==> src/rtl/wb_load_queue_pkg.sv <==
// Shared definitions for the write-back load queue: load op encoding,
// queue entry layout and a constant-width helper.
package wb_load_queue_pkg;

  typedef enum logic [2:0] {
    OP_LB  = 3'd0,
    OP_LBU = 3'd1,
    OP_LH  = 3'd2,
    OP_LHU = 3'd3,
    OP_LW  = 3'd4,
    OP_LWL = 3'd5,
    OP_LWR = 3'd6,
    OP_RSV = 3'd7
  } load_op_e;

  // Entry fields are sized for the widest legal configuration; narrower
  // instances zero-extend on write and slice on read.
  localparam int unsigned MAX_DW   = 64;
  localparam int unsigned MAX_OFFW = 3;
  localparam int unsigned MAX_RW   = 16;

  typedef struct packed {
    load_op_e              op;
    logic [MAX_OFFW-1:0]   off;
    logic [MAX_RW-1:0]     wreg;
    logic [MAX_DW-1:0]     rtold;
    logic                  kill;
  } entry_t;

  function automatic int unsigned clog2(input int unsigned v);
    int unsigned r;
    r = 0;
    while ((32'd1 << r) < v) r = r + 1;
    return r;
  endfunction

endpackage

==> src/rtl/wb_load_queue_load_formatter.sv <==
// Combinational load formatter: selects the addressed word lane, extracts
// and extends bytes/halfwords, merges LWL/LWR with the old rt value and
// flags misaligned halfword/word accesses.
module wb_load_queue_load_formatter
  import wb_load_queue_pkg::*;
#(
  parameter  int DW = 32,
  localparam int OW = clog2(DW / 8)
) (
  input  logic [2:0]    op,
  input  logic [OW-1:0] off,
  input  logic [DW-1:0] rsp_data,
  input  logic [DW-1:0] rtold,
  output logic [DW-1:0] wdata,
  output logic          misalign
);

  logic [31:0] m;
  logic [31:0] o;
  logic [31:0] w;
  logic [1:0]  k;
  logic        bypass;
  logic [7:0]  b;
  logic [15:0] h;

  assign k = off[1:0];

  if (DW == 64) begin : g_lane64
    assign m = off[2] ? rsp_data[63:32] : rsp_data[31:0];
    assign o = off[2] ? rtold[63:32]    : rtold[31:0];
    // Upper bits follow bit 31 of the formatted word; unsigned forms
    // already carry a zero there.
    assign wdata = bypass ? rsp_data : {{32{w[31]}}, w};
  end else begin : g_lane32
    assign m = rsp_data;
    assign o = rtold;
    assign wdata = bypass ? rsp_data : w;
  end

  assign b = m[{k, 3'b000} +: 8];
  assign h = m[{k[1], 4'b0000} +: 16];

  // Format the selected 32-bit lane according to the load op.
  always_comb begin
    w        = '0;
    misalign = 1'b0;
    bypass   = 1'b0;
    case (load_op_e'(op))
      OP_LB:  w = {{24{b[7]}}, b};
      OP_LBU: w = {24'd0, b};
      OP_LH: begin
        if (k[0]) misalign = 1'b1;
        else      w = {{16{h[15]}}, h};
      end
      OP_LHU: begin
        if (k[0]) misalign = 1'b1;
        else      w = {16'd0, h};
      end
      OP_LW: begin
        if (k != 2'd0) misalign = 1'b1;
        else           w = m;
      end
      OP_LWL: begin
        case (k)
          2'd0:    w = {m[7:0],  o[23:0]};
          2'd1:    w = {m[15:0], o[15:0]};
          2'd2:    w = {m[23:0], o[7:0]};
          default: w = m;
        endcase
      end
      OP_LWR: begin
        case (k)
          2'd0:    w = m;
          2'd1:    w = {o[31:24], m[31:8]};
          2'd2:    w = {o[31:16], m[31:16]};
          default: w = {o[31:8],  m[31:24]};
        endcase
      end
      default: bypass = 1'b1;
    endcase
  end

endmodule

==> src/rtl/wb_load_queue.sv <==
// Outstanding-load queue: records loads from the MEM stage, pairs them with
// in-order memory responses and registers the formatted write-back.
module wb_load_queue
  import wb_load_queue_pkg::*;
#(
  parameter  int DW    = 32,
  parameter  int DEPTH = 4,
  parameter  int RW    = 5,
  localparam int OW    = clog2(DW / 8)
) (
  input  logic          clk,
  input  logic          rst,
  input  logic          req_valid,
  output logic          req_ready,
  input  logic [2:0]    req_op,
  input  logic [OW-1:0] req_off,
  input  logic [RW-1:0] req_wreg,
  input  logic [DW-1:0] req_rtold,
  input  logic          flush,
  input  logic          rsp_valid,
  input  logic [DW-1:0] rsp_data,
  output logic          wb_valid,
  output logic [RW-1:0] wb_wreg,
  output logic [DW-1:0] wb_wdata,
  output logic          wb_misalign,
  output logic          rsp_err,
  output logic          stallreq
);

  localparam int PW = clog2(DEPTH);
  localparam int CW = clog2(DEPTH + 1);

  entry_t        q [DEPTH];
  logic [PW-1:0] wr_ptr;
  logic [PW-1:0] rd_ptr;
  logic [CW-1:0] count;
  entry_t        head;
  logic          push;
  logic          pop;
  logic [DW-1:0] f_wdata;
  logic          f_misalign;
  logic          unused_entry_bits;

  assign req_ready = (count < CW'(DEPTH));
  assign stallreq  = req_valid && !req_ready;
  assign push      = req_valid && req_ready;
  assign pop       = rsp_valid && (count != '0);
  assign head      = q[rd_ptr];

  // Bits beyond this instance's widths are never read.
  assign unused_entry_bits = ^{head.off, head.wreg, head.rtold};

  wb_load_queue_load_formatter #(.DW(DW)) u_load_formatter (
    .op       (head.op),
    .off      (head.off[OW-1:0]),
    .rsp_data (rsp_data),
    .rtold    (head.rtold[DW-1:0]),
    .wdata    (f_wdata),
    .misalign (f_misalign)
  );

  // Queue pointers, entry storage and registered write-back outputs.
  always_ff @(posedge clk) begin
    if (rst) begin
      wr_ptr      <= '0;
      rd_ptr      <= '0;
      count       <= '0;
      wb_valid    <= 1'b0;
      wb_misalign <= 1'b0;
      wb_wreg     <= '0;
      wb_wdata    <= '0;
      rsp_err     <= 1'b0;
      for (int unsigned i = 0; i < DEPTH; i++) q[i].kill <= 1'b0;
    end else begin
      // Killing free slots too is harmless: a push always writes kill=0,
      // and this later push assignment wins for the slot it fills.
      if (flush) begin
        for (int unsigned i = 0; i < DEPTH; i++) q[i].kill <= 1'b1;
      end
      if (push) begin
        q[wr_ptr] <= '{op:    load_op_e'(req_op),
                       off:   MAX_OFFW'(req_off),
                       wreg:  MAX_RW'(req_wreg),
                       rtold: MAX_DW'(req_rtold),
                       kill:  1'b0};
        wr_ptr <= wr_ptr + 1'b1;
      end
      if (pop) rd_ptr <= rd_ptr + 1'b1;
      case ({push, pop})
        2'b10:   count <= count + 1'b1;
        2'b01:   count <= count - 1'b1;
        default: count <= count;
      endcase
      // The head's kill bit is sampled before any same-cycle flush lands.
      wb_valid    <= pop && !head.kill;
      wb_misalign <= pop && !head.kill && f_misalign;
      if (pop && !head.kill) begin
        wb_wreg  <= head.wreg[RW-1:0];
        wb_wdata <= f_wdata;
      end
      rsp_err <= rsp_valid && (count == '0);
    end
  end

endmodule

==> config.mk <==
export PLATFORM = sky130hd
export DESIGN_NAME = wb_load_queue
export DESIGN_NICKNAME = d
export VERILOG_FILES = /design/src/rtl/wb_load_queue_pkg.sv /design/src/rtl/wb_load_queue_load_formatter.sv /design/src/rtl/wb_load_queue.sv
export SDC_FILE = /design/constraint.sdc
export NUM_CORES = 1
export LEC_CHECK = 0
export ABC_CLOCK_PERIOD_IN_PS = 2550
export CAP_MARGIN = 20
export CORE_ASPECT_RATIO = 1.75
export CORE_MARGIN = 4
export CORE_UTILIZATION = 45
export CTS_CLUSTER_DIAMETER = 120
export DETAILED_ROUTE_END_ITERATION = 12
export PLACE_DENSITY = 0.69
export SYNTH_ARGS = -nofsm -noshare
export SYNTH_HDL_FRONTEND = slang
export SYNTH_SLANG_ARGS = --single-unit
==> constraint.sdc <==
create_clock -name clk -period 2.55 [get_ports clk]
set_input_delay 0.255 -clock clk [delete_from_list [all_inputs] [get_ports clk]]
set_output_delay 0.255 -clock clk [all_outputs]
set_load 0.1 [all_outputs]
# == Word-level counts from Yosys, hierarchy flattened ==
# Memory sizes are Yosys's and may differ from the RTL's. A register that Yosys moved wholly into a read port is not among the register bits.
# Cells that the tools add are included.
# totals
in_bits,79
out_inout_bits,42
n_memories,1
mem_bits_rw,172
elab_cells,71
ff_bits,47
# mem_list
name,depth,word_bits,rd,rd_ports_with_merged_regs,wr,line_no,rtl
q,4,43,1,1,5,wb_load_queue.sv:33,entry_t q [DEPTH];
# op_classes
muxes,25
addsub,4
n_bitwise,4
shift,2
reduce_logical,16
eq_ne,10
n_lt_le_gt_ge,1
# ops
op,count
$pmux W32 S7,1
$pmux W32 S3,2
$mux W32,3
$shiftx A32 B6 Y16,1
$shiftx A32 B6 Y8,1
$mux W16,1
$mux W1,14
$eq A3 B3 Y1 const B,3
$reduce_or A7 Y1,1
$eq A3 B2 Y1 const B,2
$logic_and A1 B1 Y1,6
$logic_not A3 Y1,2
$pmux W3 S2,1
$add A2 B1 Y2 const B,2
$eq A2 B1 Y1 const B,2
$eq A2 B2 Y1 const B,2
$mux W2,2
$or A1 B1 Y1,4
$reduce_bool A2 Y1,2
$add A3 B1 Y3 const B,1
$eq A3 B1 Y1 const B,1
$lt A3 B3 Y1 const B,1
$reduce_bool A3 Y1,1
$sub A3 B1 Y3 const B,1
other kinds (4),5

# == Depth between registers and ports, before layout ==
# Gate-level depths: netlist of run 1.
# depth
depth_word,5
depth_mapped,10
ltp_nobuf,8

# == Modules after synthesis ==
# From an unflattened synthesis of run 1, not the netlist that was laid out.
# hier_totals
hier_cells,759
area_unflattened_um2,10274.9
# modules_own_cells
mod,n_inst,seq_area_each_um2,cells_per_inst,area_each_um2
wb_load_queue,1,6105.9,462,8279.2
wb_load_queue_load_formatter,1,0.0,297,1995.7

# == Worst setup path before layout of run 1 ==
# OpenSTA, ideal clock, no wires.
# synth_path
kind,reg2reg
startpoint,register (tool-made name)
endpoint,register wb_wdata[26]
setup_ps,115
path_buffers,4
path_slack_ps,184
required_ps,2435
arrival_time_ps,2250
synth_period_minus_slack_ps,2366
path_stages_with_launch,9
path_cell_list,dfxtp_1 > buf_6 > buf_4 > buf_2 > buf_2 > mux4_2 > a32oi_1 > a31oi_1 > a21o_1
# synth_lines
item,line_no,rtl
"end signal, assigned",wb_load_queue.sv:99,wb_wdata <= f_wdata;
"end, declared",wb_load_queue.sv:24,"output logic [DW-1:0] wb_wdata,"

==> qor.yml, run 1 <==
async_flop_share: 0
areaGrowthSynthToFinish_pct: 24.03
cts_tree: "yes"
synth.area.top_cells: "edfxtp_1 49%, dfxtp_1 10%, mux4_2 9.5%, mux2i_1 5.5%, nand2_1 2.2%"
grt_usage: 0.2212
p_per_area_nw_per_um2: 1043
clk_path_buf_depth: 3
met3_usage: 0.03108
antenna_cells: 0
hold_start: "rst"
wire_per_inst_um: 22.92
hold_violations: 0
yosys_warnings: 0
slew_violations: 0
arrival_ns: 2.88
placed_area_um2: 11980
htreeDepth: 1
cp-start-kind: "register"
worst_skew_pair.late_latency_ns: 0.52
die-area_um2: 25260
busiest_layer: "met2"
start_util: 0.4588
rsz0062_at_grt: "no"
dp.cells: 1182
nets: 995
syn_avg_cell_area_um2: 13.49
drive_above_1_share: 0.2294
synthFlopType: "edfxtp_1"
end_kind: "register"
gr-usage-met2: 0.3835
max_slew.worst_pin.slew_ns: 0.9848
maxCapViolations: 0
slew_headroom: 0.3410
yosysTopAreaCell: "edfxtp_1"
p_leak_nw: 4.446
dr_total_vias: 7201
die_w_um: 121.9
hold_buffers: 0
finalSetupViolCount: 0
ant_nets: 0
antenna_found_initial: 0
cp.required_ns: 2.99
yosys.area.top_type_share: 0.4941
r2r_end: "wb_wdata[22]"
seq_area_frac_synth: 0.5980
regToRegSetupSlack_ns: 0.11
post-route-min-period_ns: 2.440
whs_ns: 0.1362
drt_iter0_drc: 657
synthCells: 757
grt_pass1_vias: 7393
cts_root_buf: "clkbuf_16"
ir_worst_vdd_uv: 628.7
synth-edff-count: 168
reg2reg_depth: 8
clock-sinks: 221
final_cell_count_no_fill: 1220
io_pins: 121
drc: 0
ys_ff_latch: 221
final_cell_area_um2: 12660
finalCritPeriodShare: 0.9568
io_buffers: 120
num_rows: 72
drt_wl_total_um: 27960
fin_total_pwr_mw: 13.20
syn_area_um2: 10210
fin_skew_ns: 0.02560
vias_per_cell: 5.902
grt_first_pass_wirelength_um: 42800
cts_buffers: 21
crit_end: "wb_wdata[22]"
grt_max_degree: 40
globalplace.congestion: 0.9510
hold_class: "in -> reg"
final_core_util: 0.5691
fmax_mhz: 409.9
grt-ovfl-total: 0
grt_use_met1: 0.2741
die-height_um: 207.3
synth.net_count: 842
path_class: "reg -> reg"
firstDrtPassIters: 5
status: "complete, no violations"
yosysUniqueCellTypes: 59
clk_pin_slew_worst_paths_ns: 0.07
hpwl_um: 20070
path_max_fanout: 8
core_area_um2: 22250
[critical path: stages (launching register included)]
cell and delay, ns:
dfxtp_4 0.42, mux4_2 0.54, buf_4 0.19, or2_1 0.34, nor2_1 0.19, buf_4 0.21
a221oi_1 0.09, and3_1 0.18, a211oi_1 0.21
[flip-flops by register name (all words and copies together), names as in the netlist, named ones only]
register,count
rsp_err,1
wb_wdata,32
count,3
wb_valid,1
wb_wreg,5
q,172
rd_ptr,2
wr_ptr,2
wb_misalign,1
[cell usage after synthesis (4+ instances only)]
master and n:
mux2i_1 56, a21o_1 9, buf_6 5, o2111a_1 6, a32oi_1 13, nor3_1 25
a22oi_1 10, edfxtp_1 168, inv_1 16, a31oi_1 18, and2_1 7, or3_1 9
nor2_1 53, dfxtp_1 53, a21oi_1 28, nor4_2 5, mux2_2 6, a211oi_1 11
buf_2 21, nand2_1 61, mux4_2 43, nor4_1 10, o21ai_0 30, o221ai_1 4
and4_1 5, nand3_1 6, clkbuf_1 22, ha_1 5
[routing by layer]
metal,up-vias,share of wire
met2,309,0.52
met4,0,0.042
met1,3546,0.38
met3,80,0.059
li1,3266,-
met5,-,0
[where the power goes]
group	internal, mW	switching, mW	total (mW)
clock	1.63	1.34	2.97
sequential	4.23	0.223	4.46
combinational	2.22	3.56	5.78
total	8.08	5.13	13.2
[what timing repair did]
action | in CTS | in global routing
setup endpoints to repair | 1 | 11
gates resized for setup | 2 | 8
buffers inserted | 0 | 1
[worst min-delay path by stage]
stage	to	slack (ns)	depth (start not counted)
2_1_floorplan	q[0][10]	0.35	0
3_3_place_gp	wb_wdata[23]	0.44	1
3_5_place_dp	wb_wdata[7]	0.45	2
4_1_cts	count[0]	0.13	2
5_1_grt	count[0]	0.14	2
6_report	count[0]	0.14	2
[logic make-up after synthesis]
logic type / Yosys count / share of synthesized area
AOI/OAI and AO/OA: 149 / 0.1012
buffers and inverters: 70 / 0.03309
adders and majority gates: 6 / 0.008088
DFF: 221 / 0.5980
muxes: 105 / 0.1564
and+or+nand+nor: 200 / 0.09804
xor gates and xnor gates: 6 / 0.005148
[placed cells by master, fill, tap and decap left out, types with 10 or more instances in the layout]
cell type,Yosys,final
mux4_2,43,43
a211oi_1,11,11
nor2_1,53,53
clkdlybuf4s50_1,0,77
nor3_1,25,25
a21oi_1,28,28
o21ai_0,30,30
a31oi_1,18,18
nor4_1,10,10
edfxtp_1,168,168
dfxtp_1,53,51
mux2i_1,56,55
inv_1,16,16
clkbuf_16,0,21
buf_4,3,96
a32oi_1,13,13
a22oi_1,10,10
nand2_1,61,60
[cell type report]
class | instances | area, µm²
multi-input cells | 466 | 3804
clock inverters | 13 | 102.6
well taps | 296 | 370.4
flip-flops and latches | 221 | 6111
repair buffers | 184 | 1679
clock buffers | 24 | 536.8
fillers | 1784 | 9588
inverters | 16 | 60.06
[per-stage QoR]
stage / setup TNS (ns) / setup slack [ns]
floorplan: 0 / 0.1841
global placement: -0.07222 / -0.07222
detailed placement: -0.1103 / -0.1103
CTS: 0 / 0.06875
global route: 0 / 0.003337
finish: 0 / 0.1101
Note: power is estimated with default switching activity, not from simulation.
==> run 2: changes to the inputs <==
--- a/config.mk
+++ b/config.mk
@@ -12,6 +12,7 @@
 export CORE_UTILIZATION = 45
 export CTS_CLUSTER_DIAMETER = 120
 export DETAILED_ROUTE_END_ITERATION = 12
+export HOLD_SLACK_MARGIN = 0.02
 export PLACE_DENSITY = 0.69
 export SYNTH_ARGS = -nofsm -noshare
 export SYNTH_HDL_FRONTEND = slang
==> results of run 2 <==
No change in the layout: final DEF, timing and power equal those of run 1.
